==> src/rtl/uart_rx_core.sv <==
// uart_rx_core: receive half of the UART. Oversamples the synchronised rx
// line on the 16x baud_clock tick and recovers 7/8-bit LSB-first frames
// with optional parity and one stop bit. Each byte is held for the host
// behind a ready/read handshake, together with its parity and framing
// status and a sticky overflow flag.
// Build option: define RX_MAJORITY_VOTE_EN to decide every bit by a
// 2-of-3 vote over three neighbouring samples instead of a single sample.
//
// state    | meaning
// ---------+-----------------------------------------------------------
// IDLE     | line idle, waiting for a low sample on a tick
// START    | counting to the middle of the start bit to validate it
// DATA     | sampling data bits at samp_cnt=15, LSB first
// PARITY   | sampling the parity bit and checking it against the data
// STOP     | sampling the stop bit, then queueing the output load
// BRK_WAIT | stop bit was low (break or framing error): wait for rx high
module uart_rx_core #(
  parameter int SYNC_STAGES = 2
) (
  input  logic       clk,
  input  logic       reset_n,
  input  logic       baud_clock,
  input  logic       rx,
  input  logic       bit8,
  input  logic       parity_en,
  input  logic       odd_n_even,
  input  logic       read_rx_byte,
  output logic [7:0] rx_byte,
  output logic       rx_ready,
  output logic       parity_err,
  output logic       framing_err,
  output logic       overflow
);

  typedef enum logic [2:0] {
    IDLE     = 3'd0,
    START    = 3'd1,
    DATA     = 3'd2,
    PARITY   = 3'd3,
    STOP     = 3'd4,
    BRK_WAIT = 3'd5
  } state_t;

  state_t                 state;
  logic [SYNC_STAGES-1:0] sync_q;
  logic                   rx_sync;
  logic [3:0]             samp_cnt;
  logic [2:0]             bit_cnt;
  logic [7:0]             shift_q;
  logic                   par_err_q;
  logic                   stop_q;
  logic                   load_q;
  logic                   samp_val;
  logic                   last_bit;

  assign rx_sync  = sync_q[SYNC_STAGES-1];
  assign last_bit = bit8 ? (bit_cnt == 3'd7) : (bit_cnt == 3'd6);

  // Bring the asynchronous rx line into the clk domain; idles high.
  always_ff @(posedge clk) begin
    if (!reset_n) sync_q <= '1;
    else          sync_q <= {sync_q[SYNC_STAGES-2:0], rx};
  end

`ifdef RX_MAJORITY_VOTE_EN
  // Keep the two previous tick samples; the live rx_sync is the third vote,
  // so decisions still happen on the same tick as the single-sample build.
  logic [1:0] vote_q;

  // Shift in one sample per baud tick.
  always_ff @(posedge clk) begin
    if (!reset_n)        vote_q <= 2'b11;
    else if (baud_clock) vote_q <= {vote_q[0], rx_sync};
  end

  assign samp_val = (vote_q[1] & vote_q[0]) | (vote_q[1] & rx_sync) |
                    (vote_q[0] & rx_sync);
`else
  assign samp_val = rx_sync;
`endif

  // Frame FSM on baud ticks, plus the one-clk-later output load and host read.
  always_ff @(posedge clk) begin
    if (!reset_n) begin
      state       <= IDLE;
      samp_cnt    <= 4'd0;
      bit_cnt     <= 3'd0;
      shift_q     <= 8'h00;
      par_err_q   <= 1'b0;
      stop_q      <= 1'b0;
      load_q      <= 1'b0;
      rx_byte     <= 8'h00;
      rx_ready    <= 1'b0;
      parity_err  <= 1'b0;
      framing_err <= 1'b0;
      overflow    <= 1'b0;
    end else begin
      load_q <= 1'b0;

      if (baud_clock) begin
        case (state)
          IDLE: begin
            if (!rx_sync) begin
              state    <= START;
              samp_cnt <= 4'd0;
            end
          end
          START: begin
            if (samp_cnt == 4'd7) begin
              samp_cnt <= 4'd0;
              if (!samp_val) begin
                state     <= DATA;
                bit_cnt   <= 3'd0;
                shift_q   <= 8'h00;
                par_err_q <= 1'b0;
              end else begin
                state <= IDLE;
              end
            end else begin
              samp_cnt <= samp_cnt + 4'd1;
            end
          end
          DATA: begin
            samp_cnt <= samp_cnt + 4'd1;
            if (samp_cnt == 4'd15) begin
              shift_q[bit_cnt] <= samp_val;
              bit_cnt          <= bit_cnt + 3'd1;
              if (last_bit) state <= parity_en ? PARITY : STOP;
            end
          end
          PARITY: begin
            samp_cnt <= samp_cnt + 4'd1;
            if (samp_cnt == 4'd15) begin
              // shift_q[7] stays 0 in 7-bit mode, so a full XOR is correct.
              par_err_q <= ((^shift_q) ^ samp_val) != odd_n_even;
              state     <= STOP;
            end
          end
          STOP: begin
            samp_cnt <= samp_cnt + 4'd1;
            if (samp_cnt == 4'd15) begin
              stop_q <= samp_val;
              load_q <= 1'b1;
              // A low stop bit may be a break; do not re-arm until rx is high.
              state  <= samp_val ? IDLE : BRK_WAIT;
            end
          end
          BRK_WAIT: begin
            if (rx_sync) state <= IDLE;
          end
          default: state <= IDLE;
        endcase
      end

      if (load_q) begin
        if (!rx_ready || read_rx_byte) begin
          rx_byte     <= shift_q;
          parity_err  <= parity_en & par_err_q;
          framing_err <= ~stop_q;
          rx_ready    <= 1'b1;
          if (read_rx_byte) overflow <= 1'b0;
        end else begin
          overflow <= 1'b1;
        end
      end else if (read_rx_byte && rx_ready) begin
        rx_ready    <= 1'b0;
        parity_err  <= 1'b0;
        framing_err <= 1'b0;
        overflow    <= 1'b0;
      end
    end
  end

endmodule

==> config.mk <==
export PLATFORM = sky130hd
export DESIGN_NAME = uart_rx_core
export DESIGN_NICKNAME = d
export VERILOG_FILES = /design/src/rtl/uart_rx_core.sv
export SDC_FILE = /design/constraint.sdc
export NUM_CORES = 1
export LEC_CHECK = 0
export ABC_AREA = 1
export CORE_ASPECT_RATIO = 0.7
export CORE_MARGIN = 5
export CORE_UTILIZATION = 35
export CTS_BUF_LIST = sky130_fd_sc_hd__clkbuf_8
export CTS_CLUSTER_DIAMETER = 120
export DETAILED_ROUTE_END_ITERATION = 6
export SETUP_SLACK_MARGIN = 0.5
export SLEW_MARGIN = 40
export SYNTH_ARGS = -nofsm -noshare
export SYNTH_HDL_FRONTEND = slang
export SYNTH_SLANG_ARGS = --single-unit
==> constraint.sdc <==
create_clock -name clk -period 1.95 [get_ports clk]
set_input_delay 0.585 -clock clk [delete_from_list [all_inputs] [get_ports clk]]
set_output_delay 0.585 -clock clk [all_outputs]
set_load 0.01 [all_outputs]
==> results_dict.tcl, run 1 <==
set metrics [dict create \
    status "finished clean" \
    relSlewSlack_pct 81.33 \
    grt_pass1_vias 1620 \
    synth.avg_cell_area_um2 6.821 \
    skew_ps 7.212 \
    ant_nets 0 \
    setup_viol 0 \
    grtUsageTotal_pct 14.29 \
    worstSetupPathType "flop to flop" \
    postSynthCellCount 268 \
    drtIter0Drc 93 \
    grt-ovfl-total 0 \
    critPathLaunch "samp_cnt[0]" \
    grt_pass1_wl_um 7652 \
    ys_seq_area_share_pct 38.33 \
    cp_max_fo 5 \
    synthArstFlopShare_pct 0 \
    diodes 0 \
    rsz0062_at_grt "yes" \
    dr.pass1.iters 4 \
    timing.rr.start "samp_cnt[0]" \
    reg2reg_slack_ps 510 \
    die_width_um 96.38 \
    root_buffer "clkbuf_8" \
    gp_congestion 0.8701 \
    die-area_mm2 0.006791 \
    synth-seq-cells 35 \
    ir_worst_vdd_uv 232.6 \
    cts_tree "yes" \
    synth_edf_count 0 \
    syn_nets 278 \
    power.density_mw_per_mm2 556.2 \
    ioPinCount 20 \
    start_util_pct 35.51 \
    wl_per_cell_um 11.98 \
    antenna_found_initial 0 \
    slowest_delay_ps 360 \
    nets 315 \
    cpMostUsedCell "nand2_4" \
    die_height_um 70.47 \
    clkTransAtPathRegs_ps 70 \
    yosys_warnings 0 \
    endpoint "shift_q[2]" \
    vias 1801 \
    cp-start-kind "flop" \
    port_buffers 19 \
    areaGrowthSynthToFinish_pct 32.38 \
    arrival_ps 1610 \
    drt_wl_total_um 4529 \
    period_needed_ps 1438 \
    drive_gt1_share_pct 32.03 \
    viasPerCell 4.765 \
    worstReg2RegEnd "shift_q[2]" \
    worstSetupEndpointType "flop" \
    reg2reg_depth 9 \
    drv_slew 0 \
    finalCritPeriodShare_pct 73.75 \
    power.leakage_uw 0.001058 \
    cp_slowest_cell "dfxtp_4" \
    num_rows 22 \
    hold_path_class "flop to flop" \
    tns_ps 0 \
    fmax_ghz 0.6953 \
    layout_common_cells "nand2_1, inv_1, a21oi_1" \
    cp.required_ps 2120 \
    worstPathCellList "ha_4 > nand2_4 > nor2_4 > inv_2 > nand2_4 > nand3_4 > buf_6 > o21ai_2 > a21oi_1" \
    cts.sinks 35 \
    worst_pin_slew_ps 279.7 \
    fin_util_pct 47.01 \
    insertion_delay_ps 290 \
    core_area_mm2 0.005147 \
    hpwl_um 3073 \
    grt_max_degree 14 \
    synth_ff_type "dfxtp_1" \
    mostFrequentLayoutCell "nand2_1" \
    cts_buffers 5 \
    synth_cell_types 30 \
    drv_cap 0 \
    syn_area_mm2 0.001828 \
    h-tree-depth 2 \
    clockBufferDepth 2 \
    hold_viol 0 \
    drc_errors 0 \
]
==> cells by family (layout without fill, tap and decap cells) <==
| logic type | after synthesis | after routing | share of synthesized area [%] |
|---|---|---|---|
| adders and majority gates | 2 | 2 | 1.369 |
| buffers and inverters | 44 | 82 | 10.68 |
| AOI/OAI and AO/OA | 57 | 57 | 16.63 |
| xor gates and xnor gates | 4 | 4 | 1.917 |
| DFF | 35 | 35 | 38.33 |
| and+or+nand+nor | 126 | 126 | 31.07 |
==> area by class of cell <==
type | count | area (um^2)
fillers | 547 | 2728
flip-flops and latches | 35 | 719.4
inverters | 36 | 140.1
clock buffers | 5 | 68.82
well taps | 72 | 90.09
repair inverters | 1 | 3.754
repair buffers | 37 | 301.5
clock inverters | 3 | 16.27
multi-input cells | 189 | 1080
==> power by group <==
part           leakage [uW]  switching, uW  internal, uW  total [uW]
Sequential         0.000289           6.56           720         727
Combinational      0.000724           60.9          45.5         106
Clock             0.0000453            269           244         513
==> flip-flops by register name (all words and copies together) (netlist names) <==
signal and count:
bit_cnt 3, framing_err 1, load_q 1, overflow 1, par_err_q 1, parity_err 1
rx_byte 8, rx_ready 1, samp_cnt 4, shift_q 8, state 3, stop_q 1
sync_q 2
==> cells in the mapped netlist (2+ instances only) <==
library cell / number / area [um^2]
o21ai_0: 19 / 95.09
nor2_2: 2 / 12.51
buf_4: 2 / 15.01
nor2_1: 30 / 112.6
nand3_1: 15 / 75.07
clkbuf_1: 3 / 11.26
a21oi_2: 2 / 17.52
nand2_2: 3 / 18.77
nand2_1: 60 / 225.2
nand4_1: 9 / 56.30
a211oi_1: 3 / 22.52
ha_1: 2 / 25.02
inv_1: 31 / 116.4
inv_2: 4 / 15.01
a21oi_1: 31 / 155.2
dfxtp_1: 35 / 700.7
or2_2: 2 / 12.51
xor2_1: 3 / 26.28
==> worst max-delay path, delay by kind of cell, from the launching register on <==
| family | cells | cell delay (ps) |
|---|---|---|
| adders and majority gates | 1 | 140 |
| and+or+nand+nor | 4 | 420 |
| buffers and inverters | 2 | 220 |
| AOI/OAI and AO/OA | 2 | 170 |
| DFF | 1 | 360 |
==> layer usage <==
metal  wire, um  global-route usage (%)  part of all wire [%]
met4         39                   4.355                  0.86
met1       2429                   21.45                    54
met2       1880                   19.66                    42
met3        179                   3.660                   4.0
met5          0                       0                     0
==> worst min path at each step <==
stage	endpoint	depth (start not counted)	start	slack, ps
global route	sync_q[1]	1	sync_q[0]	430
detailed placement	sync_q[1]	1	sync_q[0]	400
floorplan	sync_q[1]	1	sync_q[0]	390
global placement	sync_q[1]	1	sync_q[0]	400
CTS	sync_q[1]	1	sync_q[0]	420
finish	sync_q[1]	1	sync_q[0]	420
==> what timing repair did <==
item,in CTS,in global routing
endpoints found under the setup margin,39,39
hold buffers,0,0
pin swaps,5,17
buffers inserted,6,2
gates cloned,2,0
resized for setup,57,51
==> metrics by stage <==
| stage | instances | cell area [um^2] | hold slack, ps | worst slack [ps] | total power (uW) |
|---|---|---|---|---|---|
| 5_1_grt | 378 | 2420 | 429.5 | 403.1 | 1407 |
| 4_1_cts | 376 | 2327 | 418.3 | 462.9 | 1351 |
| 3_3_place_gp | 360 | 2138 | 399.7 | 77.49 | 832.6 |
| 6_report | 378 | 2420 | 416.4 | 511.8 | 1346 |
| 3_5_place_dp | 360 | 2138 | 397.4 | 42.21 | 832.8 |
| 2_1_floorplan | 268 | 1848 | 392.5 | 513.2 | 795.7 |
Power figures use the tool's default switching activity.
==> inputs of run 2 (changes only) <==
- clock period: 1.95 -> 1.35 ns (I/O delays scaled with it)
==> run 2 against run 1 <==
Net effect: the run now ends with setup timing left; power increased by 63%; non-clock buffer count increased by 15; sequential share of layout area decreased by 3.9 points; critical path depth unchanged; clock power increased by 89%; combinational power increased by 75%; sequential power increased by 44%; cell count increased by 4.0%; global-route usage increased by 0.59 points; via count increased by 2.4%; critical endpoint is now shift_q[0].
==> results_dict.tcl, run 2 (synthesis gave the netlist of run 1 again) <==
set metrics [dict create \
    status "finished, violations left" \
    violations "setup timing" \
    p_total_uw 2199 \
    drtIter0Drc 87 \
    nets 330 \
    tns_ps -630.2 \
    vias 1845 \
    worst_pin_slew_ps 288.5 \
    pwr-share-comb_pct 8.4 \
    worstPathCellList "ha_4 > nand2_4 > nor2_4 > nor2_2 > nor2_4 > nand3_4 > buf_6 > o21ai_1 > a21oi_1" \
    cts.sinks 35 \
    power.density_mw_per_mm2 775.7 \
    finalCritPeriodShare_pct 106.8 \
    antenna_found_initial 0 \
    worstSetupEndpointType "flop" \
    pre_cts_slack_ps -360.1 \
    grt_pass1_wl_um 7810 \
    gp_congestion 0.7730 \
    hold-path-cell-count 2 \
    critical_path_depth 9 \
    grt-ovfl-total 0 \
    relSlewSlack_pct 80.72 \
    grt_pass1_vias 1725 \
    drive_gt1_share_pct 43.93 \
    drc_errors 0 \
    p_sw_uw 529.0 \
    ioPinCount 20 \
    core_area_mm2 0.005147 \
    drv_slew 0 \
    viasPerCell 4.695 \
    pwr-share-seq_pct 47.5 \
    cp-start-kind "flop" \
    start_util_pct 35.51 \
    hold_path_class "primary input to flop" \
    port_buffers 19 \
    worstSetupPathType "flop to flop" \
    reg2reg_depth 9 \
    slowest_delay_ps 370 \
    reg.largest.list "rx_byte (8), shift_q (8), samp_cnt (4)" \
    crit_buf_inv 1 \
    ant_nets 0 \
    cp.required_ps 1540 \
    cp_max_fo 7 \
    root_buffer "clkbuf_8" \
    grt_max_degree 14 \
    die_width_um 96.38 \
    h-tree-depth 2 \
    cts_tree "yes" \
    fmax_ghz 0.6933 \
    internal_power_uw 1670 \
    areaGrowthSynthToFinish_pct 55.10 \
    num_rows 22 \
    dr.pass1.iters 4 \
    arrival_ps 1630 \
    holdWs_ps 318.4 \
    rsz0062_at_grt "yes" \
    setup_viol 15 \
    die_height_um 70.47 \
    wl_per_cell_um 11.66 \
    period_needed_ps 1442 \
    setup_ws_ps -92.37 \
    diodes 0 \
    layout_common_cells "nand2_1, inv_1, nor2_1" \
    mostFrequentLayoutCell "nand2_1" \
    cp_slowest_cell "dfxtp_4" \
    critPathTopFamily "simple AND/OR/NAND/NOR gates" \
    clkTransAtPathRegs_ps 80 \
    insertion_delay_ps 290 \
    cpMostUsedCell "nor2_4" \
    drt_wl_total_um 4581 \
    drv_cap 0 \
    power.leakage_uw 0.001211 \
    grtUsageTotal_pct 14.88 \
    skew_ps 4.373 \
    pwr-share-clk_pct 44.1 \
    cts_buffers 5 \
    ir_worst_vdd_uv 568.9 \
    die-area_mm2 0.006791 \
    swShare_pct 24.05 \
    hold_viol 0 \
    hpwl_um 3353 \
    clockBufferDepth 2 \
]
[run 2: per-layer routing]
metal | GRT usage, % | routed length, um | vias up
met1 | 21.54 | 2468 | 834
li1 | - | - | 976
met5 | 0 | 0 | -
met4 | 5.599 | 74 | 0
met3 | 3.875 | 180 | 7
met2 | 20.81 | 1858 | 28
[run 2: power groups by stage]
stage,Clock [uW],Combinational (uW),Sequential [uW]
2_1_floorplan,0,87.3,1070
3_3_place_gp,0,161,1070
3_5_place_dp,0,162,1070
4_1_cts,993,175,1050
5_1_grt,1030,202,1050
6_report,969,185,1050
[run 2: metrics by stage]
stage	std cells	area, um^2	util [%]
finish	393	2835	55.08
global route	393	2835	55.08
CTS	393	2701	52.48
detailed placement	380	2407	46.77
global placement	380	2407	46.77
floorplan	268	1962	-
[run 2: layout make-up]
type	instances	area, um^2
flip-flops and latches	35	732.0
clock inverters	3	43.79
fillers	478	2312
inverters	36	147.6
repair buffers	52	545.5
clock buffers	5	68.82
repair inverters	1	6.256
well taps	72	90.09
multi-input cells	189	1201
[run 2: final timing paths]
path,from,end,slack [ps]
worst max-delay path,samp_cnt[0],shift_q[0],-90
worst min-delay path,rx,sync_q[0],320
worst max register to register,samp_cnt[0],shift_q[0],-90
worst min register to register,sync_q[0],sync_q[1],440
[run 2: repair_timing]
item	in CTS	in global routing
pin swaps	8	8
cloned	2	0
setup endpoints to repair	47	46
hold buffers	0	0
buffers inserted	3	0
resized for setup	108	33
endpoints found under the hold margin	0	0
